[src/rtl/riscv_defines_pkg.sv]
// Shared definitions for the load/store path: memory geometry, access size
// encoding, LSU state encoding and the alignment rule.
package riscv_defines_pkg;

  localparam int MEM_ADDR_WIDTH = 10;
  localparam int MEM_DATA_WIDTH = 32;

  typedef enum logic [1:0] {
    LSU_BYTE = 2'b00,
    LSU_HALF = 2'b01,
    LSU_WORD = 2'b10,
    LSU_RSVD = 2'b11
  } lsu_size_t;

  typedef enum logic [1:0] {
    IDLE = 2'b00,
    RD   = 2'b01,
    WR   = 2'b10,
    RESP = 2'b11
  } lsu_state_t;

  // The reserved size code is always rejected, whatever the address.
  function automatic logic lsu_misaligned(input lsu_size_t size, input logic [1:0] addr_lo);
    logic mis;
    case (size)
      LSU_BYTE: mis = 1'b0;
      LSU_HALF: mis = addr_lo[0];
      LSU_WORD: mis = |addr_lo;
      default:  mis = 1'b1;
    endcase
    return mis;
  endfunction

endpackage

[src/rtl/lsu_align.sv]
// Combinational lane handling: extracts and extends a load lane, and merges
// store data into the surrounding memory word (little-endian lanes).
module lsu_align
  import riscv_defines_pkg::*;
(
  input  lsu_size_t   size_i,
  input  logic        unsigned_i,
  input  logic [1:0]  addr_lo_i,
  input  logic [31:0] mem_word_i,
  input  logic [31:0] wdata_i,
  output logic [31:0] load_data_o,
  output logic [31:0] merged_o
);

  logic [7:0]  byte_lane;
  logic [15:0] half_lane;

  always_comb begin
    case (addr_lo_i)
      2'd0:    byte_lane = mem_word_i[7:0];
      2'd1:    byte_lane = mem_word_i[15:8];
      2'd2:    byte_lane = mem_word_i[23:16];
      default: byte_lane = mem_word_i[31:24];
    endcase
    half_lane = addr_lo_i[1] ? mem_word_i[31:16] : mem_word_i[15:0];

    load_data_o = mem_word_i;
    merged_o    = mem_word_i;
    case (size_i)
      LSU_BYTE: begin
        load_data_o = unsigned_i ? {24'h0, byte_lane} : {{24{byte_lane[7]}}, byte_lane};
        case (addr_lo_i)
          2'd0:    merged_o[7:0]   = wdata_i[7:0];
          2'd1:    merged_o[15:8]  = wdata_i[7:0];
          2'd2:    merged_o[23:16] = wdata_i[7:0];
          default: merged_o[31:24] = wdata_i[7:0];
        endcase
      end
      LSU_HALF: begin
        load_data_o = unsigned_i ? {16'h0, half_lane} : {{16{half_lane[15]}}, half_lane};
        if (addr_lo_i[1]) merged_o[31:16] = wdata_i[15:0];
        else              merged_o[15:0]  = wdata_i[15:0];
      end
      LSU_WORD: merged_o = wdata_i;
      default: ;
    endcase
  end

endmodule

[src/rtl/load_store_unit.sv]
// Single-outstanding load/store unit in front of a word-wide memory with
// combinational read; sub-word stores are done as read-modify-write.
module load_store_unit
  import riscv_defines_pkg::*;
#(
  parameter int WORD_ADDR_BITS = MEM_ADDR_WIDTH
) (
  input  logic        clk,
  input  logic        rst,
  input  logic        req_valid,
  output logic        req_ready,
  input  logic        req_we,
  input  logic [1:0]  req_size,
  input  logic        req_unsigned,
  input  logic [31:0] req_addr,
  input  logic [31:0] req_wdata,
  output logic        resp_valid,
  output logic [31:0] resp_rdata,
  output logic        resp_err,
  output logic [31:0] mem_addr,
  output logic [31:0] mem_wdata,
  output logic        mem_rw,
  input  logic [31:0] mem_rdata
);

  lsu_state_t                state_q;
  logic                      we_q;
  logic                      uns_q;
  logic                      err_q;
  lsu_size_t                 size_q;
  logic [WORD_ADDR_BITS+1:0] addr_q;
  logic [31:0]               wdata_q;
  logic [31:0]               rdata_q;

  logic [31:0] load_data;
  logic [31:0] merged_word;
  logic        req_mis;
  logic        addr_unused;

  // Address bits above the memory's word index wrap away.
  assign addr_unused = ^req_addr[31:WORD_ADDR_BITS+2];
  assign req_mis     = lsu_misaligned(lsu_size_t'(req_size), req_addr[1:0]);

  lsu_align u_align (
    .size_i      (size_q),
    .unsigned_i  (uns_q),
    .addr_lo_i   (addr_q[1:0]),
    .mem_word_i  (mem_rdata),
    .wdata_i     (wdata_q),
    .load_data_o (load_data),
    .merged_o    (merged_word)
  );

  always_ff @(posedge clk) begin
    if (rst) begin
      state_q <= IDLE;
      we_q    <= 1'b0;
      uns_q   <= 1'b0;
      err_q   <= 1'b0;
      size_q  <= LSU_BYTE;
      addr_q  <= '0;
      wdata_q <= '0;
      rdata_q <= '0;
    end else begin
      case (state_q)
        IDLE: begin
          if (req_valid) begin
            we_q    <= req_we;
            uns_q   <= req_unsigned;
            size_q  <= lsu_size_t'(req_size);
            addr_q  <= req_addr[WORD_ADDR_BITS+1:0];
            wdata_q <= req_wdata;
            rdata_q <= '0;
            err_q   <= req_mis;
            if (req_mis)                                  state_q <= RESP;
            else if (req_we && (req_size == 2'b10))       state_q <= WR;
            else                                          state_q <= RD;
          end
        end
        RD: begin
          // Sub-word stores fold the merged word back into the write-data register.
          if (we_q) begin
            wdata_q <= merged_word;
            state_q <= WR;
          end else begin
            rdata_q <= load_data;
            state_q <= RESP;
          end
        end
        WR:      state_q <= RESP;
        RESP:    state_q <= IDLE;
        default: state_q <= IDLE;
      endcase
    end
  end

  assign req_ready  = (state_q == IDLE) && !rst;
  assign mem_rw     = (state_q == WR) && !rst;
  assign mem_wdata  = mem_rw ? wdata_q : '0;
  assign mem_addr   = ((state_q != IDLE) && !rst)
                    ? {{(32-WORD_ADDR_BITS){1'b0}}, addr_q[WORD_ADDR_BITS+1:2]} : '0;
  assign resp_valid = (state_q == RESP) && !rst;
  assign resp_err   = resp_valid && err_q;
  assign resp_rdata = resp_valid ? rdata_q : '0;

endmodule
[config.mk]
export PLATFORM = sky130hd
export DESIGN_NAME = load_store_unit
export DESIGN_NICKNAME = d
export VERILOG_FILES = /design/src/rtl/riscv_defines_pkg.sv /design/src/rtl/lsu_align.sv /design/src/rtl/load_store_unit.sv
export SDC_FILE = /design/constraint.sdc
export NUM_CORES = 1
export LEC_CHECK = 0
export CAP_MARGIN = 40
export CORE_MARGIN = 5
export CORE_UTILIZATION = 48
export DETAILED_ROUTE_END_ITERATION = 10
export HOLD_SLACK_MARGIN = 0.03
export PLACE_DENSITY = 0.92
export SYNTH_ARGS = -nofsm -noshare
export SYNTH_HDL_FRONTEND = slang
export SYNTH_SLANG_ARGS = --single-unit
[constraint.sdc]
create_clock -name clk -period 5.8 [get_ports clk]
set_input_delay 0.87 -clock clk [delete_from_list [all_inputs] [get_ports clk]]
set_output_delay 0.87 -clock clk [all_outputs]
set_load 0.02 [all_outputs]
==> impl_summary.txt <==
----------------------------------------------------
[STA]
  Highest attainable clock frequency ... 0.2381 GHz
  Post-layout minimum cycle time ... 4.199 ns
  Setup repair after global routing missed its margin ... no
  Number of hold violations in the final report ... 0
  Slew of the pin with the lowest slew margin ... 0.8868 ns
  Total setup violations reported at the end of the flow ... 0
  Final period utilization ... 72.40%
  Total count of max-transition violations in the final report ... 0
  Worst-case clock skew ... 0.009033 ns
  Total Negative Setup Slacks ... 0 ns
  Worst slew margin ... 40.39%

[Setup path]
  First element of the critical path ... rst
  Setup CP Type ... in2out
  Crit path max fanout ... 33
  Largest stage delay on the critical path ... 0.81 ns
  Highest-delay cell along the critical path ... clkdlybuf4s50_1
  Worst r2r path cells ... 7
  Kind of end point of the critical path ... output pin
  Arrival @ worst endpoint ... 3.33 ns
  Worst reg2reg startpoint ... state_q[1]
  Critical path startpoint category ... primary input
  Critical Path RT ... 4.93 ns
  Critical Path, Cell by Cell ... clkdlybuf4s50_1 > buf_4 > nor2b_1 > buf_4 > and2_1 > clkdlybuf4s50_1

[Global routing]
  Overall routing resource usage ... 25.90%
  Maximum number of pins on one net before global-route repair ... 58
  Number of global-route vias before repair ... 5,114
  Initial antenna violation count ... 0
  Wire length of the first global-routing pass ... 26.70 mm
  GR Overflow Total ... 0

[Routing]
  DRC viols ... 0
  Via count ... 5,245
  Pre-antenna DRT Iters ... 5
  Number of vias per cell after detailed routing ... 5.933
  Total wire length after detailed routing ... 17.18 mm
  Routed length per placed instance ... 19.43 microns
  Violation count after the first detailed-route iteration ... 586
  Final antenna-violating net count ... 0

[CTS]
  Number of buffers inserted during clock tree synthesis ... 9
  Clock transition time at the flip-flop clock pins of the worst setup and hold paths ... 0.09 ns
  CTS root buffer ... clkbuf_8
  Number of buffers inserted by post-CTS setup repair ... 0
  Insertion delay of the later-clocked pin in the worst-skew pair ... 0.36 ns
  Maximum clock path buffer count ... 2
  Number of gates resized after cts ... 0
  # H-tree levels ... 3
  Number of buffers added to fix hold violations after cts ... 0
  Clock net sink count ... 83
  Clock tree from TritonCTS ... done

[Floorplan]
  IO Pins ... 203
  Die Footprint ... 12,670 sq um
  Die Ht ... 112.5 microns
  Number of placement rows ... 37
  Effective utilization at floorplan ... 49.11%
  Die Width ... 112.5 microns
  Area of the placeable core ... 10,280 sq um

[Worst hold path]
  Worst min-delay path class ... reg2reg
  Launch point of the worst hold path ... addr_q[7]
  Depth of the worst hold-timing path ... 2

[Layout]
  Final cell count without fillers ... 884
  Final instance area ... 6905 sq um
  Most common cell after layout, fill and taps aside ... clkdlybuf4s50_1
  FILL cells ... 848
  Fraction of final layout cells with drive strength greater than 1 ... 6.684%
  Highest-count cells in the layout ignoring fill and taps ... 160 x clkdlybuf4s50_1, 83 x dfxtp_1, 77 x and2_1
  # nets final ... 850
  Antenna fix cells ... 0
  Synth-to-layout area growth ... 36.81%

[Placement]
  RePlAce Congestion ... 0.8957
  Area after DPL ... 6631 sq um
  Number of placed cells counting well taps ... 868
  Placed wire-length estimate after detailed placement ... 12.84 mm
  Number of buffers added on ports ... 160

[Power and ir drop]
  Static Leakage ... 2.505 nW
  Worst supply voltage drop on vdd ... 0.2539 mV
  Power per unit of standard cell area ... 367.8 nW/um^2

[Logic synthesis]
  Syn. warnings ... 0
  Async S/R FF share, synth ... 0%
  Cell Area, Synth ... 5047 sq um
  Post-synthesis cell type count ... 51
  Most used DFF post-synth ... dfxtp_1
  Mapped Avg Cell Area ... 8.220 sq um
  Synth Register Bits ... 83
  Post-synth EDFFs ... 0
  Sequential area share after synthesis ... 32.92%
  Post-synthesis instance total ... 614

[Run]
  Number of max-cap violations ... 0

[Outcome]
  Run status ... finished clean

----------------------------------------------------
[routing by layer]
metal	wire [microns]	track usage [%]	up-vias
li1	-	-	2435
met1	6649	31.70	2420
met2	8085	43.68	334
met3	1882	6.631	56
met4	562	9.696	0
met5	0	0	-
[state kept, by name, summed over array words and instances (netlist names)]
signal and cells:
addr_q 12, err_q 1, rdata_q 32, size_q 2, state_q 2, uns_q 1, wdata_q 32, we_q 1
[worst max-delay path: cells and delay by family]
family	cells	cell delay (ns)
buffers and inverters	4	2.11
and+or+nand+nor	2	0.33
[worst paths after layout]
path,end,slack [ns]
worst max-delay path,mem_wdata[6],1.60
worst min-delay path,addr_q[7],0.46
worst max register to register,rdata_q[22],3.14
worst min register to register,addr_q[7],0.46
[metrics by stage]
step | power, W | worst slack (ns) | hold slack, ns | util (%)
2_1_floorplan | 0.001617 | 2.936 | 0.4181 | -
3_3_place_gp | 0.001858 | 1.684 | 0.4366 | 63.85
3_5_place_dp | 0.001952 | 1.622 | 0.4391 | 64.52
4_1_cts | 0.002511 | 1.608 | 0.4619 | 67.19
5_1_grt | 0.002680 | 1.463 | 0.4779 | 67.19
6_report | 0.002539 | 1.601 | 0.4586 | 67.19
[cells in the mapped netlist (all sizes together) (2+ instances only)]
library cell | instances | share of area [%]
a2111oi | 2 | 0.72
nor4 | 9 | 1.2
a22oi | 2 | 0.30
clkbuf | 37 | 2.8
mux2i | 17 | 3.6
a32o | 16 | 3.2
dfxtp | 83 | 33
ha | 4 | 0.99
o21ai | 35 | 3.5
a221oi | 7 | 1.2
nand3b | 8 | 1.2
inv | 19 | 1.4
a221o | 16 | 3.2
nor2 | 29 | 2.2
nand2b | 11 | 1.4
nor3 | 12 | 1.4
o211ai | 13 | 1.9
nand2 | 38 | 2.8
or3 | 7 | 0.97
mux2 | 10 | 2.2
o2111ai | 7 | 1.2
a21oi | 36 | 3.6
and3 | 2 | 0.25
a22o | 16 | 2.8
o21a | 3 | 0.45
o21bai | 7 | 1.0
buf | 38 | 5.0
a31oi | 17 | 2.1
and2 | 77 | 9.5
nand3 | 10 | 0.99
nor2b | 10 | 1.2
a21o | 7 | 1.0
[area by class of cell]
cell class	instances	area [sq um]	share of cell area, %
inverters	19	71.32	1.033
well taps	136	170.2	2.464
flip-flops and latches	83	1662	24.06
clock buffers	10	137.6	1.993
multi-input cells	458	3013	43.63
repair buffers	172	1715	24.84
clock inverters	6	136.4	1.975
[power by group]
| group | switching [W] | total (W) | leakage [nW] | internal (W) |
|---|---|---|---|---|
| clock network | 0.000217 | 0.000559 | 0.133 | 0.000342 |
| logic | 0.000634 | 0.00108 | 1.69 | 0.000446 |
| registers | 0.000155 | 0.000901 | 0.679 | 0.000746 |
[cell families (layout without fill, tap and decap cells)]
logic type | count (synthesis) | in the layout | share of synthesized area (%)
fa+ha+maj | 4 | 4 | 0.9916
mux | 28 | 28 | 6.296
compound gates | 188 | 188 | 26.92
other cells | 1 | 22 | 0.07430
buf+inv | 94 | 207 | 9.172
simple gates | 216 | 216 | 23.62
flops | 83 | 83 | 32.92
Note: power is estimated with default switching activity, not from simulation.
